==> config.mk <==
export PLATFORM = sky130hd
export DESIGN_NAME = phase_word_writer
export DESIGN_NICKNAME = d
export VERILOG_FILES = /design/src/rtl/phase_cmd_pkg.sv /design/src/rtl/phase_word_writer.sv
export SDC_FILE = /design/constraint.sdc
export NUM_CORES = 1
export LEC_CHECK = 0
export CAP_MARGIN = 15
export CORE_MARGIN = 2
export CORE_UTILIZATION = 59
export CTS_BUF_LIST = sky130_fd_sc_hd__clkbuf_8 sky130_fd_sc_hd__clkbuf_16
export DETAILED_ROUTE_END_ITERATION = 12
export GPL_ROUTABILITY_DRIVEN = 0
export PLACE_DENSITY = 0.84
export SETUP_SLACK_MARGIN = 0.4
export SYNTH_ARGS = -nofsm -noshare
export SYNTH_HDL_FRONTEND = slang
export SYNTH_SLANG_ARGS = --single-unit
==> constraint.sdc <==
create_clock -name clk -period 4.1 [get_ports clk]
set_input_delay 0.41 -clock clk [delete_from_list [all_inputs] [get_ports clk]]
set_output_delay 0.41 -clock clk [all_outputs]
set_load 0.05 [all_outputs]
==> src/rtl/phase_cmd_pkg.sv <==
// phase_cmd_pkg
//
// Shared definitions for the host phase command path: command opcodes,
// error codes, the command decoder state encoding and the bit layout of
// the 32-bit phase word. The per-channel phase parsers import the same
// field constants, so the word layout is defined in exactly one place.
//
// Phase word layout:
//   [31:17] zero
//   [16]    enable
//   [15:8]  channel
//   [7:0]   phase
`timescale 1ns/1ps

package phase_cmd_pkg;

    // Command opcodes (first byte of every command).
    localparam logic [7:0] OP_SET   = 8'h01;
    localparam logic [7:0] OP_BURST = 8'h02;
    localparam logic [7:0] OP_CALIB = 8'h03;

    // Error codes reported on err_code.
    localparam logic [1:0] ERR_NONE    = 2'd0;
    localparam logic [1:0] ERR_BAD_OP  = 2'd1;
    localparam logic [1:0] ERR_TIMEOUT = 2'd2;
    localparam logic [1:0] ERR_CHANNEL = 2'd3;

    // Phase word field positions.
    localparam int WORD_W     = 32;
    localparam int ENABLE_BIT = 16;
    localparam int CH_MSB     = 15;
    localparam int CH_LSB     = 8;
    localparam int PHASE_MSB  = 7;
    localparam int PHASE_LSB  = 0;

    // Command decoder states.
    typedef enum logic [2:0] {
        IDLE       = 3'd0,
        SET_CH     = 3'd1,
        SET_PH     = 3'd2,
        SET_EN     = 3'd3,
        BURST_CH   = 3'd4,
        BURST_CNT  = 3'd5,
        BURST_DATA = 3'd6
    } state_t;

    // Assemble a phase word from its fields; unused upper bits are zero.
    function automatic logic [WORD_W-1:0] make_word(
        input logic       en,
        input logic [7:0] ch,
        input logic [7:0] phase
    );
        logic [WORD_W-1:0] w;
        w                      = '0;
        w[ENABLE_BIT]          = en;
        w[CH_MSB:CH_LSB]       = ch;
        w[PHASE_MSB:PHASE_LSB] = phase;
        return w;
    endfunction

    // True when the channel number addresses an existing parser.
    function automatic logic channel_valid(
        input logic [7:0] ch,
        input int         num_channels
    );
        return (int'({24'd0, ch}) < num_channels);
    endfunction

endpackage

==> src/rtl/phase_word_writer.sv <==
// phase_word_writer
//
// Host-side command front end. Decodes a byte stream from the host link
// into 32-bit phase words for the channel parsers and drives the shared
// phase_data bus with one-cycle strobes.
//
// Commands (first byte is the opcode):
//   0x01 SET   ch, phase, en          -> one word {en[0], ch, phase}
//   0x02 BURST start_ch, count, count phase bytes
//                                     -> one word per byte, channel
//                                        start_ch+i (mod 256), enable=1
//   0x03 CALIB                        -> one phase_calib_en pulse
//   other                             -> err code 1, byte dropped
//
// Parameters:
//   NUM_CHANNELS    number of valid target channels (1..256)
//   TIMEOUT_CYCLES  idle cycles allowed between bytes of one command (>=1)
//
// Ports:
//   clk             clock
//   rst             synchronous active-high reset
//   in_valid        host byte valid
//   in_data         host byte
//   in_ready        byte accepted when in_valid && in_ready (never stalls)
//   phase_data      last emitted phase word, held between strobes
//   phase_parse_en  one-cycle strobe, phase_data valid this cycle
//   phase_calib_en  one-cycle strobe, parsers latch phase as calibration
//   busy            high whenever a command is in progress
//   err             one-cycle error pulse
//   err_code        code of the most recent error, held until the next one
//
// Handshake: a byte transfers on every rising clk edge where in_valid and
// in_ready are both high. in_ready is low only during reset, so the host
// may present one byte per cycle indefinitely. All outputs except busy and
// in_ready are registered and appear the cycle after the byte that caused
// them.
`timescale 1ns/1ps

module phase_word_writer
    import phase_cmd_pkg::*;
#(
    parameter int NUM_CHANNELS   = 64,
    parameter int TIMEOUT_CYCLES = 1_000_000
) (
    input  logic              clk,
    input  logic              rst,
    input  logic              in_valid,
    input  logic [7:0]        in_data,
    output logic              in_ready,
    output logic [WORD_W-1:0] phase_data,
    output logic              phase_parse_en,
    output logic              phase_calib_en,
    output logic              busy,
    output logic              err,
    output logic [1:0]        err_code
);

    // Idle counter sized to hold TIMEOUT_CYCLES. The command expires in the
    // cycle where the count would reach TIMEOUT_CYCLES with no byte
    // arriving, so the last legal value before expiry is TIMEOUT_CYCLES-1.
    localparam int CNT_W = (TIMEOUT_CYCLES < 1) ? 1 : $clog2(TIMEOUT_CYCLES + 1);
    localparam logic [CNT_W-1:0] TIMEOUT_LAST = CNT_W'(TIMEOUT_CYCLES - 1);

    // ------------------------------------------------------------------
    // State and datapath registers
    // ------------------------------------------------------------------
    state_t           state,      state_next;
    logic [7:0]       ch_q,       ch_next;        // SET channel
    logic [7:0]       ph_q,       ph_next;        // SET phase
    logic [7:0]       burst_ch_q, burst_ch_next;  // next BURST channel
    logic [7:0]       remain_q,   remain_next;    // BURST bytes left
    logic [CNT_W-1:0] idle_cnt_q, idle_cnt_next;

    logic [WORD_W-1:0] data_next;
    logic              parse_next;
    logic              calib_next;
    logic              err_next;
    logic [1:0]        code_next;

    // Word request raised by the decoder; range check happens once below.
    logic              word_req;
    logic              word_en;
    logic [7:0]        word_ch;
    logic [7:0]        word_phase;

    logic              accept;

    assign in_ready = !rst;
    assign accept   = in_valid && in_ready;
    assign busy     = (state != IDLE);

    // ------------------------------------------------------------------
    // Next-state and output logic
    // ------------------------------------------------------------------
    always_comb begin
        state_next    = state;
        ch_next       = ch_q;
        ph_next       = ph_q;
        burst_ch_next = burst_ch_q;
        remain_next   = remain_q;
        idle_cnt_next = idle_cnt_q;
        data_next     = phase_data;
        parse_next    = 1'b0;
        calib_next    = 1'b0;
        err_next      = 1'b0;
        code_next     = err_code;
        word_req      = 1'b0;
        word_en       = 1'b0;
        word_ch       = 8'd0;
        word_phase    = 8'd0;

        // Inter-byte timeout. A byte accepted in the expiry cycle takes
        // priority, so the timeout branch only fires without an accept and
        // never competes with the decoder below.
        if (state == IDLE) begin
            idle_cnt_next = '0;
        end else if (accept) begin
            idle_cnt_next = '0;
        end else if (idle_cnt_q == TIMEOUT_LAST) begin
            idle_cnt_next = '0;
            state_next    = IDLE;
            err_next      = 1'b1;
            code_next     = ERR_TIMEOUT;
        end else begin
            idle_cnt_next = idle_cnt_q + CNT_W'(1);
        end

        if (accept) begin
            case (state)
                IDLE: begin
                    case (in_data)
                        OP_SET:   state_next = SET_CH;
                        OP_BURST: state_next = BURST_CH;
                        OP_CALIB: calib_next = 1'b1;
                        default: begin
                            err_next  = 1'b1;
                            code_next = ERR_BAD_OP;
                        end
                    endcase
                end

                SET_CH: begin
                    ch_next    = in_data;
                    state_next = SET_PH;
                end

                SET_PH: begin
                    ph_next    = in_data;
                    state_next = SET_EN;
                end

                SET_EN: begin
                    // Only bit 0 of the enable byte is meaningful.
                    word_req   = 1'b1;
                    word_en    = in_data[0];
                    word_ch    = ch_q;
                    word_phase = ph_q;
                    state_next = IDLE;
                end

                BURST_CH: begin
                    burst_ch_next = in_data;
                    state_next    = BURST_CNT;
                end

                BURST_CNT: begin
                    remain_next = in_data;
                    state_next  = (in_data == 8'd0) ? IDLE : BURST_DATA;
                end

                BURST_DATA: begin
                    word_req      = 1'b1;
                    word_en       = 1'b1;
                    word_ch       = burst_ch_q;
                    word_phase    = in_data;
                    // Channel wraps modulo 256 through the 8-bit add.
                    burst_ch_next = burst_ch_q + 8'd1;
                    remain_next   = remain_q - 8'd1;
                    if (remain_q == 8'd1) begin
                        state_next = IDLE;
                    end
                end

                default: begin
                    state_next = IDLE;
                end
            endcase
        end

        // An out-of-range channel suppresses the word but not the command:
        // a burst simply moves on to the next channel.
        if (word_req) begin
            if (channel_valid(word_ch, NUM_CHANNELS)) begin
                data_next  = make_word(word_en, word_ch, word_phase);
                parse_next = 1'b1;
            end else begin
                err_next  = 1'b1;
                code_next = ERR_CHANNEL;
            end
        end
    end

    // ------------------------------------------------------------------
    // Registers
    // ------------------------------------------------------------------
    always_ff @(posedge clk) begin
        if (rst) begin
            state          <= IDLE;
            ch_q           <= 8'd0;
            ph_q           <= 8'd0;
            burst_ch_q     <= 8'd0;
            remain_q       <= 8'd0;
            idle_cnt_q     <= '0;
            phase_data     <= '0;
            phase_parse_en <= 1'b0;
            phase_calib_en <= 1'b0;
            err            <= 1'b0;
            err_code       <= ERR_NONE;
        end else begin
            state          <= state_next;
            ch_q           <= ch_next;
            ph_q           <= ph_next;
            burst_ch_q     <= burst_ch_next;
            remain_q       <= remain_next;
            idle_cnt_q     <= idle_cnt_next;
            phase_data     <= data_next;
            phase_parse_en <= parse_next;
            phase_calib_en <= calib_next;
            err            <= err_next;
            err_code       <= code_next;
        end
    end

endmodule

==> metrics.yaml <==
global_route:
  antenna_found_initial: 0
  grt_pass1_wl_mm: 15.5
  use_met2: 0.406
  grt_pass1_vias: 3128
  met1_usage: 0.394
  grt_max_degree: 34
  overflow: 0
  busiest_layer: "met2"
  grt.total_usage: 0.272
  grt_util_met3: 0.0427
clock_network:
  cts_resized: 0
  cts.path.max_buffers: 2
  cts.clk_slew.worst_paths_ns: 0.08
  hold_buffers: 0
  htreeDepth: 3
  cts_made_buffers: 9
  post_cts_buffers: 0
  clk_latency_ns: 0.35
  cts.sinks: 77
  cts-root-buf: "clkbuf_8"
  cts_tree: "done"
timing:
  setup_violations: 0
  rsz0062_at_grt: "false"
  fin_crit_sh: 0.644
  skew_ns: 0.00759
  maxSlewViolCount: 0
  finalHoldViolCount: 0
  fmax_mhz: 379
  worst_slew_pin_slew_ns: 1.05
  maxSlewHeadroom: 0.300
  hold_slack_ns: 0.466
  fin_crit_ns: 2.64
  fin_tns_setup_ns: 0
  setup_ws_ns: 1.46
power_and_ir_drop:
  power_density_mw_per_mm2: 346
  vdd_drop_max_mv: 0.251
  p_leak_nw: 1.37
logic_synthesis:
  synthTopCellsByArea: "dfxtp_1 42%, o21ai_0 5.7%, nand2_1 5.6%"
  synth_top_cell_by_area: "dfxtp_1"
  syn-cell-area_mm2: 0.00371
  ys_seq_elements: 77
  synth_xor_xnor_area_share: 0.0307
  synth_top_family_by_area: "compound AO/OA/AOI/OAI gates"
  synthFlopType: "dfxtp_1"
  ys_async_sr_fraction: 0
  synth.most_common_cell: "dfxtp_1"
  synth.area.mux_share: 0
  synthSimpleGateAreaFrac: 0.226
  post_synth.cell_area_avg_um2: 8.14
  synth_compound_area_frac: 0.240
  ys_seq_area_frac: 0.415
  synth_edf_count: 0
  synthAdderAreaFrac: 0.0135
  yosysWarnings: 0
  synth_common_cells: "77 x dfxtp_1, 55 x nand2_1, 42 x o21ai_0, 31 x a21oi_1, 26 x nor2_1"
  synth_cell_types: 56
  syn_inst: 456
  synth_top_area_frac: 0.415
worst_setup_path:
  rrSetupSlack_ns: 1.56
  cp_data_required_time_ns: 3.69
  worstSetupStartpoint: "rst"
  crit_type: "in -> out"
  slowest_stage: "clkdlybuf4s50_1"
  cp_max_fo: 20
  r2r-end: "phase_data[3]$_SDFFE_PP0P_"
  cpMostUsedCell: "clkdlybuf4s50_1"
  crit_chain: "clkdlybuf4s50_1 > inv_1 > buf_4 > clkdlybuf4s50_1"
  endpoint_kind: "output pin"
  arrival_ns: 2.23
  start_kind: "input port"
  reg2reg_depth: 5
  crit_family: "buffers and inverters"
  critical-path-max-stage-delay_ns: 0.84
  timing.rr.start: "state[0]$_SDFF_PP0_"
  crit_buf_inv: 4
detailed_routing:
  wirelength_mm: 9.38
  ant_nets: 0
  routed_via_density: 6.26
  drt_first_pass_iters: 5
  vias: 3475
  drt_iter0_drc: 397
  wl_per_cell_um: 16.9
  drc: 0
die:
  die_w_um: 83.3
  core_mm2: 0.00599
  die_h_um: 83.3
  io_pins: 50
  rows: 28
  start_util: 0.620
  fp.dieArea_mm2: 0.00694
min_path:
  hold-path-cell-count: 2
  hold_end: "ph_q[1]$_SDFFE_PP0P_"
  hp-start: "ph_q[1]$_SDFFE_PP0P_"
  hold_path.class: "reg -> reg"
placed_design:
  dp_hpwl_mm: 6.41
  place_ws_ns: 1.31
  portBuffers: 34
finish:
  finalNetCount: 491
  post-route-util: 0.706
  drive_gt1_frac: 0.0646
  syn_to_final_growth_pct: 13.9
  diodes: 0
job:
  drv_cap: 0
run_status:
  status: "complete, no violations"
[placed cells by master, fill, tap and decap left out, types with 11 or more instances in the layout]
cell and count:
o21ai_0 42, nor3_1 13, a211oi_1 17, clkdlybuf4s50_1 34
a21oi_1 31, a22oi_1 17, dfxtp_1 77, nand2_1 55
nand3_1 11, nor2_1 26, conb_1 15
[power by group]
group | internal (mW) | total [mW] | switching, mW
Sequential | 0.749 | 0.750 | 0.00112
Clock | 0.339 | 0.623 | 0.283
Combinational | 0.0206 | 0.0903 | 0.0697
Total | 1.11 | 1.46 | 0.354
[logic make-up after synthesis]
kind of cell,count (synthesis)
adders and majority gates,4
buffers and inverters,56
and+or+nand+nor,163
DFF,77
other,1
AOI/OAI and AO/OA,142
xor gates and xnor gates,13
[worst max path at each step]
stage / end / slack [ns] / depth (start not counted)
2_1_floorplan: in_ready / 2.11 / 4
3_3_place_gp: phase_data[10]$_SDFFE_PP0P_ / 1.41 / 6
3_5_place_dp: phase_data[12]$_SDFFE_PP0P_ / 1.31 / 6
4_1_cts: in_ready / 1.47 / 4
5_1_grt: phase_data[2]$_SDFFE_PP0P_ / 1.36 / 6
6_report: in_ready / 1.46 / 4
[tightest hold or removal path, stage by stage (launching register included)]
cell	delay, ns
dfxtp_1	0.31
nand2_1	0.05
o21ai_0	0.06
[state kept, by name, summed over array words and instances (netlist names)]
register,cells
phase_data,17
ph_q,8
err_code,2
burst_ch_q,8
phase_calib_en,1
ch_q,8
state,3
err,1
remain_q,8
idle_cnt_q,20
phase_parse_en,1
[per-stage QoR]
step           power (mW)  cells  cell area (um2)
2_1_floorplan       0.841    470             3760
3_3_place_gp        0.855    540             4020
3_5_place_dp        0.856    540             4020
4_1_cts              1.46    555             4230
5_1_grt              1.50    555             4230
6_report             1.46    555             4230
[per-layer routing]
layer  wire [um]  vias up  part of all wire
li1            -     1685                 -
met1        4310     1604              0.46
met2        4190      164              0.45
met3         712       22             0.076
met4         170        0             0.018
met5           0        -                 0
[layout make-up]
class | instances | area, um2
fillers | 485 | 1760
inverters | 10 | 37.5
clock buffers | 9 | 124
multi-input cells | 337 | 1950
flip-flops and latches | 77 | 1540
well taps | 75 | 93.8
clock inverters | 6 | 86.3
repair buffers | 41 | 393
(Power assumes the default switching activity.)
